### src/rtl/uart_alu_ctrl.sv
`default_nettype none
// ============================================================================
// Module   : uart_alu_ctrl
// Purpose  : Collects a three-byte command frame (A, B, opcode) from the UART
//            receiver, commits it atomically to the ALU, captures the result
//            and hands it to the transmitter with a one-cycle start pulse.
//            New frames are held off until the transmitter reports done.
// Options  : UART_ALU_CTRL_TIMEOUT_EN - inter-byte timeout counted in baud
//            ticks; a stalled partial frame is discarded after TIMEOUT_TICKS.
// Revision : 1.0 - initial release
// ============================================================================
module uart_alu_ctrl #(
    parameter int NB_DATA       = 8,
    parameter int NB_OP         = 6,
    parameter int TIMEOUT_TICKS = 704
) (
    input  logic               clk,
    input  logic               i_rst_n,
    input  logic               i_tick,
    input  logic [NB_DATA-1:0] i_rx_data,
    input  logic               i_rx_done,
    input  logic               i_tx_done,
    input  logic [NB_DATA-1:0] i_alu_result,
    output logic [NB_DATA-1:0] o_alu_a,
    output logic [NB_DATA-1:0] o_alu_b,
    output logic [NB_OP-1:0]   o_alu_op,
    output logic [NB_DATA-1:0] o_tx_data,
    output logic               o_tx_start,
    output logic               o_busy
);

    typedef enum logic [2:0] {
        S_WAIT_A  = 3'd0,
        S_WAIT_B  = 3'd1,
        S_WAIT_OP = 3'd2,
        S_EXEC    = 3'd3,
        S_SEND    = 3'd4,
        S_WAIT_TX = 3'd5
    } state_t;

    state_t             r_state;
    state_t             w_state_next;
    logic [NB_DATA-1:0] r_a;
    logic [NB_DATA-1:0] r_b;
    logic               w_expire;
    logic               w_partial;

    // Partial frame staged: the only states where the timeout can act.
    assign w_partial = (r_state == S_WAIT_B) || (r_state == S_WAIT_OP);

`ifdef UART_ALU_CTRL_TIMEOUT_EN
    localparam int NB_CNT = $clog2(TIMEOUT_TICKS + 1);

    logic [NB_CNT-1:0] r_cnt;

    // Expiry is a held condition; an arriving byte on the same edge wins.
    assign w_expire = w_partial && (r_cnt == NB_CNT'(TIMEOUT_TICKS));

    // Tick counter: runs only while a partial frame is staged.
    always_ff @(posedge clk or negedge i_rst_n) begin
        if (!i_rst_n) begin
            r_cnt <= '0;
        end else if (!w_partial || i_rx_done || w_expire) begin
            r_cnt <= '0;
        end else if (i_tick) begin
            r_cnt <= r_cnt + NB_CNT'(1);
        end
    end
`else
    localparam int c_unused_timeout = TIMEOUT_TICKS;

    logic w_unused_tick;

    // Without the timeout, baud ticks have no consumer.
    assign w_unused_tick = i_tick;
    assign w_expire      = 1'b0;
`endif

    // State register.
    always_ff @(posedge clk or negedge i_rst_n) begin
        if (!i_rst_n) begin
            r_state <= S_WAIT_A;
        end else begin
            r_state <= w_state_next;
        end
    end

    // Next-state logic; bytes outside the collecting states are dropped.
    always_comb begin
        w_state_next = r_state;
        case (r_state)
            S_WAIT_A:  if (i_rx_done) w_state_next = S_WAIT_B;
            S_WAIT_B:  begin
                if (i_rx_done)     w_state_next = S_WAIT_OP;
                else if (w_expire) w_state_next = S_WAIT_A;
            end
            S_WAIT_OP: begin
                if (i_rx_done)     w_state_next = S_EXEC;
                else if (w_expire) w_state_next = S_WAIT_A;
            end
            S_EXEC:    w_state_next = S_SEND;
            S_SEND:    w_state_next = S_WAIT_TX;
            S_WAIT_TX: if (i_tx_done) w_state_next = S_WAIT_A;
            default:   w_state_next = S_WAIT_A;
        endcase
    end

    // Shadow staging, atomic commit, result capture and registered flags.
    always_ff @(posedge clk or negedge i_rst_n) begin
        if (!i_rst_n) begin
            r_a        <= '0;
            r_b        <= '0;
            o_alu_a    <= '0;
            o_alu_b    <= '0;
            o_alu_op   <= '0;
            o_tx_data  <= '0;
            o_tx_start <= 1'b0;
            o_busy     <= 1'b0;
        end else begin
            if (r_state == S_WAIT_A && i_rx_done) begin
                r_a <= i_rx_data;
            end
            if (r_state == S_WAIT_B && i_rx_done) begin
                r_b <= i_rx_data;
            end
            if (w_expire && !i_rx_done) begin
                r_a <= '0;
                r_b <= '0;
            end
            if (r_state == S_WAIT_OP && i_rx_done) begin
                o_alu_a  <= r_a;
                o_alu_b  <= r_b;
                o_alu_op <= i_rx_data[NB_OP-1:0];
            end
            if (r_state == S_EXEC) begin
                o_tx_data <= i_alu_result;
            end
            o_tx_start <= (w_state_next == S_SEND);
            o_busy     <= (w_state_next == S_EXEC) ||
                          (w_state_next == S_SEND) ||
                          (w_state_next == S_WAIT_TX);
        end
    end

endmodule
`default_nettype wire
### config.mk
export PLATFORM = sky130hd
export DESIGN_NAME = uart_alu_ctrl
export DESIGN_NICKNAME = d
export VERILOG_FILES = /design/src/rtl/uart_alu_ctrl.sv
export SDC_FILE = /design/constraint.sdc
export NUM_CORES = 1
export LEC_CHECK = 0
export ABC_AREA = 1
export ABC_CLOCK_PERIOD_IN_PS = 1600
export CORE_ASPECT_RATIO = 0.6
export CORE_MARGIN = 2
export CORE_UTILIZATION = 34
export DETAILED_ROUTE_END_ITERATION = 12
export PLACE_DENSITY = 0.71
export SYNTH_ARGS = -nofsm -noshare
export SYNTH_HDL_FRONTEND = slang
export SYNTH_SLANG_ARGS = --single-unit
### constraint.sdc
create_clock -name clk -period 1.6 [get_ports clk]
set_clock_uncertainty 0.2 [all_clocks]
set_input_delay 0.24 -clock clk [delete_from_list [all_inputs] [get_ports clk]]
set_output_delay 0.24 -clock clk [all_outputs]
set_load 0.05 [all_outputs]
# Word-level counts from Yosys, hierarchy flattened
# Index checks and enable logic that the tools add are counted.
# op_classes
reduce_logical	6
n_mux	5
n_eq_ne	8
# ops
cell	count
one-hot mux 3 bit (6 select lines)	1
== test 3 bit (second input constant)	4
two-way mux 3 bit	4
== test 3 x 2 -> 1 bit (second input constant)	3
== test 3 x 1 -> 1 bit (second input constant)	1
logical AND 1 bit	3
zero test 3 bit	1
logical OR 1 bit	2
# word_totals
out_inout_bits	32
word_cells	28
reg_bits	51
in_bits	21

# Logic depth before layout (Yosys ltp)
# logic_depth
word_depth	5
mapped_depth	6
mapped_depth_nobuf	6

# Least setup slack after synthesis
# No wires, ideal clock.
# synth_path
kind	flip-flop to flip-flop
start	register r_state[1]
end	register r_b[0]
setup_time_ns	0.118
required_ns	1.282
path_stages_with_launch	7
t_arrival_ns	1.000
slack_ns	0.282
synth_period_minus_slack_ns	1.318
path_buffers	2
cell_sequence	dfrtp_1 -> buf_4 -> inv_1 -> buf_4 -> nand4_2 -> nand2_1 -> nand2_1
# synth_via
elab_chain_len	2
# synth_rtl
item	line	source
from (decl)	41	state_t r_state;
from (signal assigned)	84	r_state <= w_state_next;
== test 3 x 1 -> 1 bit	123	if (r_state == S_WAIT_B && i_rx_done) begin
logical AND 1 bit	123	
to (signal assigned)	124	r_b <= i_rx_data;
to (decl)	44	logic [NB_DATA-1:0] r_b;
# No other way between the ends.
# A chain may end at the register's enable or synchronous reset.

# Worst setup path after layout
# layout_path
start	register r_state[0]
end	register r_a[6]
# layout_via
elab_chain_len	2
# layout_rtl
item	line	source
zero test 3 bit	120	if (r_state == S_WAIT_A && i_rx_done) begin
logical AND 1 bit	120	
to (signal assigned)	121	r_a <= i_rx_data;
to (decl)	43	logic [NB_DATA-1:0] r_a;
# No other way between the ends.

==> results.md <==
* Layout cells sized above 1 at 22.81%
* Routed vias/inst at 4.881
* Post-synthesis net count at 245
* Setup ws final at 0.1522 ns
* Reg-to-reg slack, setup at ~0.15 ns
* Outcome: finished, final reports clean
* Switching Power at 3.264 mW
* Routability congestion estimate at 0.8481
* DRT iter0 DRCs at between 70 and 80
* Setup crit end kind: flip-flop
* Sw Ratio at roughly 45%
* Slew @ Worst Pin at 0.4389 ns
* CP max-delay cell: dfrtp_1
* Design Power at 7.289 mW
* Fraction of registers with async set/reset at between 90% and 100%
* P_int at 4.025 mW
* ANT cells at 0
* Max-cap violations at 0
* Post-CTS setup buffers at 0
* First-pass GRT wire length at 8921 um
* Period minus WS final at 1.448 ns
* Crit Path Max Fanout at 8
* Number of enable flip-flop cells after synthesis at 0
* PwrDens at 2288 nW/um^2
* Yosys cell types at 16
* Syn-to-layout area delta at 52.00%
* IO Count at 53
* # rows at 22
* Remaining DRCs at 0
* CP cell instances: nor2_4 -> nand3_1 -> nand2_1 -> nand2_1
* Die Height at between 60 and 70 um
* ANT nets after route at 0
* CP startpoint: r_state[0]
* Worst R2R Path Depth at 4
* Final setup fails at 0
* Clock tree buffer depth at 2
* Final global-route overflow total at 0
* CTS tree: yes
* RSZ-0062 raised after global routing: no
* CP max stage delay at 0.46 ns
* Final core utilization at 52.84%
* Core Box Area at 6028 sq um
* Cell accounting for the most synthesized area: dfrtp_1
* Worst skew pair latency at 0.30 ns
* Fmax at between 600 and 700 MHz
* Pre-CTS WS at -0.08461 ns
* Fill count at approximately 550
* Synth area leaders: dfrtp_1 (61%), nand2_1 (19%), nand4_1 (11%), buf_2 (1.7%), buf_4 (1.1%)
* Leak pwr at 1.599 nW
* Vias in the first global route at 1841
* Initial Utilization at 34.77%
* Die width at between 100 and 150 um
* Total wire length at 5038 um
* Synthesis-stage register bit count at just over 50
* First-pass detailed-route iteration total at 4
* Clk slew on worst S/H paths at 0.09 ns
* Fin. max-slew vios at 0
* Worst IR Drop VDD at 1214 uV
* Worst hold path type: in -> async
* Via count at 1801
* GRT Overall Usage at between 15 and 20%
* # resized after CTS at 0
* Num CTS Buffers at 5
* Final HPWL DP at 3709 um
* Syn Inst Count at 224
* Mapped cell area at around 2100 sq um
* Most common cell in the netlist: nand2_1
* Top delay family on crit path: simple AND/OR/NAND/NOR gates
* Top FF cell, synth: dfrtp_1
* Flop pwr share at approximately a third
* Seq/Total Area, Yosys at 60.90%
* Buf+Inv Stages, Crit Path at 0
* CTS sink count at a little over 50
* Final Hold Viols at 0
* Comb pwr share at 56.9%
* DIE AREA at ~6800 sq um
* FF-to-FF End: r_a[6]
* Arrival @ worst endpoint at 1.44 ns
* Yosys warning count at 0
* Most numerous cell on the critical path: nand2_1
* Tcrit/Tclk final at 90.48%
* Slew HR at 70.74%
* # hold bufs at CTS at 1
* # nets final at 305
* DR WL/cell at 13.65 um
* Mean Syn Cell Area at 9.356 sq um
* H-tree depth at 2
* Largest net degree at the start of global routing at 23
* Commonest cells post-synth: nand2_1 (105), dfrtp_1 (51), nand4_1 (38)
* Startpoint types: flip-flop
* Root Buffer: clkbuf_8
* Worst path required time at 1.59 ns
* Top cell type's share of synthesized area at 60.90%
* Critical path class: reg -> reg
* IO buf count at 51
* Worst r2r src: r_state[0]
* Initial antenna violation count at 0
* Clk pwr share at 10.0%
## per-layer routing
| metal | share of wire [%] | up-vias | GRT usage (%) |
|---|---|---|---|
| li1 | - | 858 | - |
| met1 | 49 | 876 | 23.23 |
| met2 | 44 | 61 | 25.48 |
| met3 | 6.7 | 6 | 4.527 |
| met4 | 0.52 | 0 | 3.000 |
| met5 | 0 | - | 0 |
## flip-flops by register name, summed over array words and instances (netlist names)
name	flops
o_alu_a	8
o_busy	1
o_tx_start	1
o_alu_op	6
o_tx_data	8
r_b	8
o_alu_b	8
r_a	8
r_state	3
## worst max-delay path by stage
stage / end / cells past startpoint / slack, ns
finish: r_a[6] / 4 / 0.15
global route: r_a[6] / 4 / 0.03
CTS: r_a[6] / 4 / 0.14
detailed placement: r_b[6] / 5 / -0.08
global placement: r_a[6] / 5 / -0.05
floorplan: r_b[0] / 6 / 0.28
## cells by family after synthesis
kind of cell | Yosys count | share of synthesized area (%)
simple gates | 153 | 34.15
flops | 51 | 60.90
buf+inv | 20 | 4.955
## power by group through the flow
stage	clock network, mW	registers (mW)	logic (mW)
floorplan	0	3.42	1.05
global placement	0	2.42	4.11
detailed placement	0	2.44	4.17
CTS	0.748	2.42	4.18
global route	0.810	2.48	4.45
finish	0.729	2.41	4.15
## worst reg2reg max path: cells and delay by family, from the launching register on
| kind | cells | cell delay, ns |
|---|---|---|
| flops | 1 | 0.46 |
| simple gates | 4 | 0.68 |
## metrics by stage
step	instance area [sq um]	cells	setup TNS [ns]	hold slack, ns
floorplan	2096	224	0	-0.2556
global placement	3092	360	-0.5860	0.009442
detailed placement	3092	360	-0.9393	0.009981
CTS	3186	369	0	0.2319
global route	3186	369	0	0.2428
finish	3186	369	0	0.2124
## layout by cell type (no fill, tap or decap)
cell type,count
nand2_1,105
dfrtp_1,51
nand4_1,38
buf_12,34
clkdlybuf4s50_1,18
buf_4,15
clkbuf_8,5
nand3_1,4
clkinv_2,4
inv_1,2
nor2_4,2
nand4_2,1
inv_2,1
nand2_4,1
nand3b_1,1
nand3_2,1
dlygate4sd3_1,1
buf_2,1
## cell type report
type / count / area, sq um / share of cell area, %
Clock buffer: 5 / 68.82 / 2.160
Clock inverter: 3 / 15.01 / 0.4713
Inverter: 4 / 16.27 / 0.5106
Multi-Input combinational cell: 153 / 715.7 / 22.47
Sequential cell: 51 / 1276 / 40.06
Tap cell: 84 / 105.1 / 3.299
Timing Repair Buffer: 69 / 988.4 / 31.03
(Power assumes the default switching activity.)
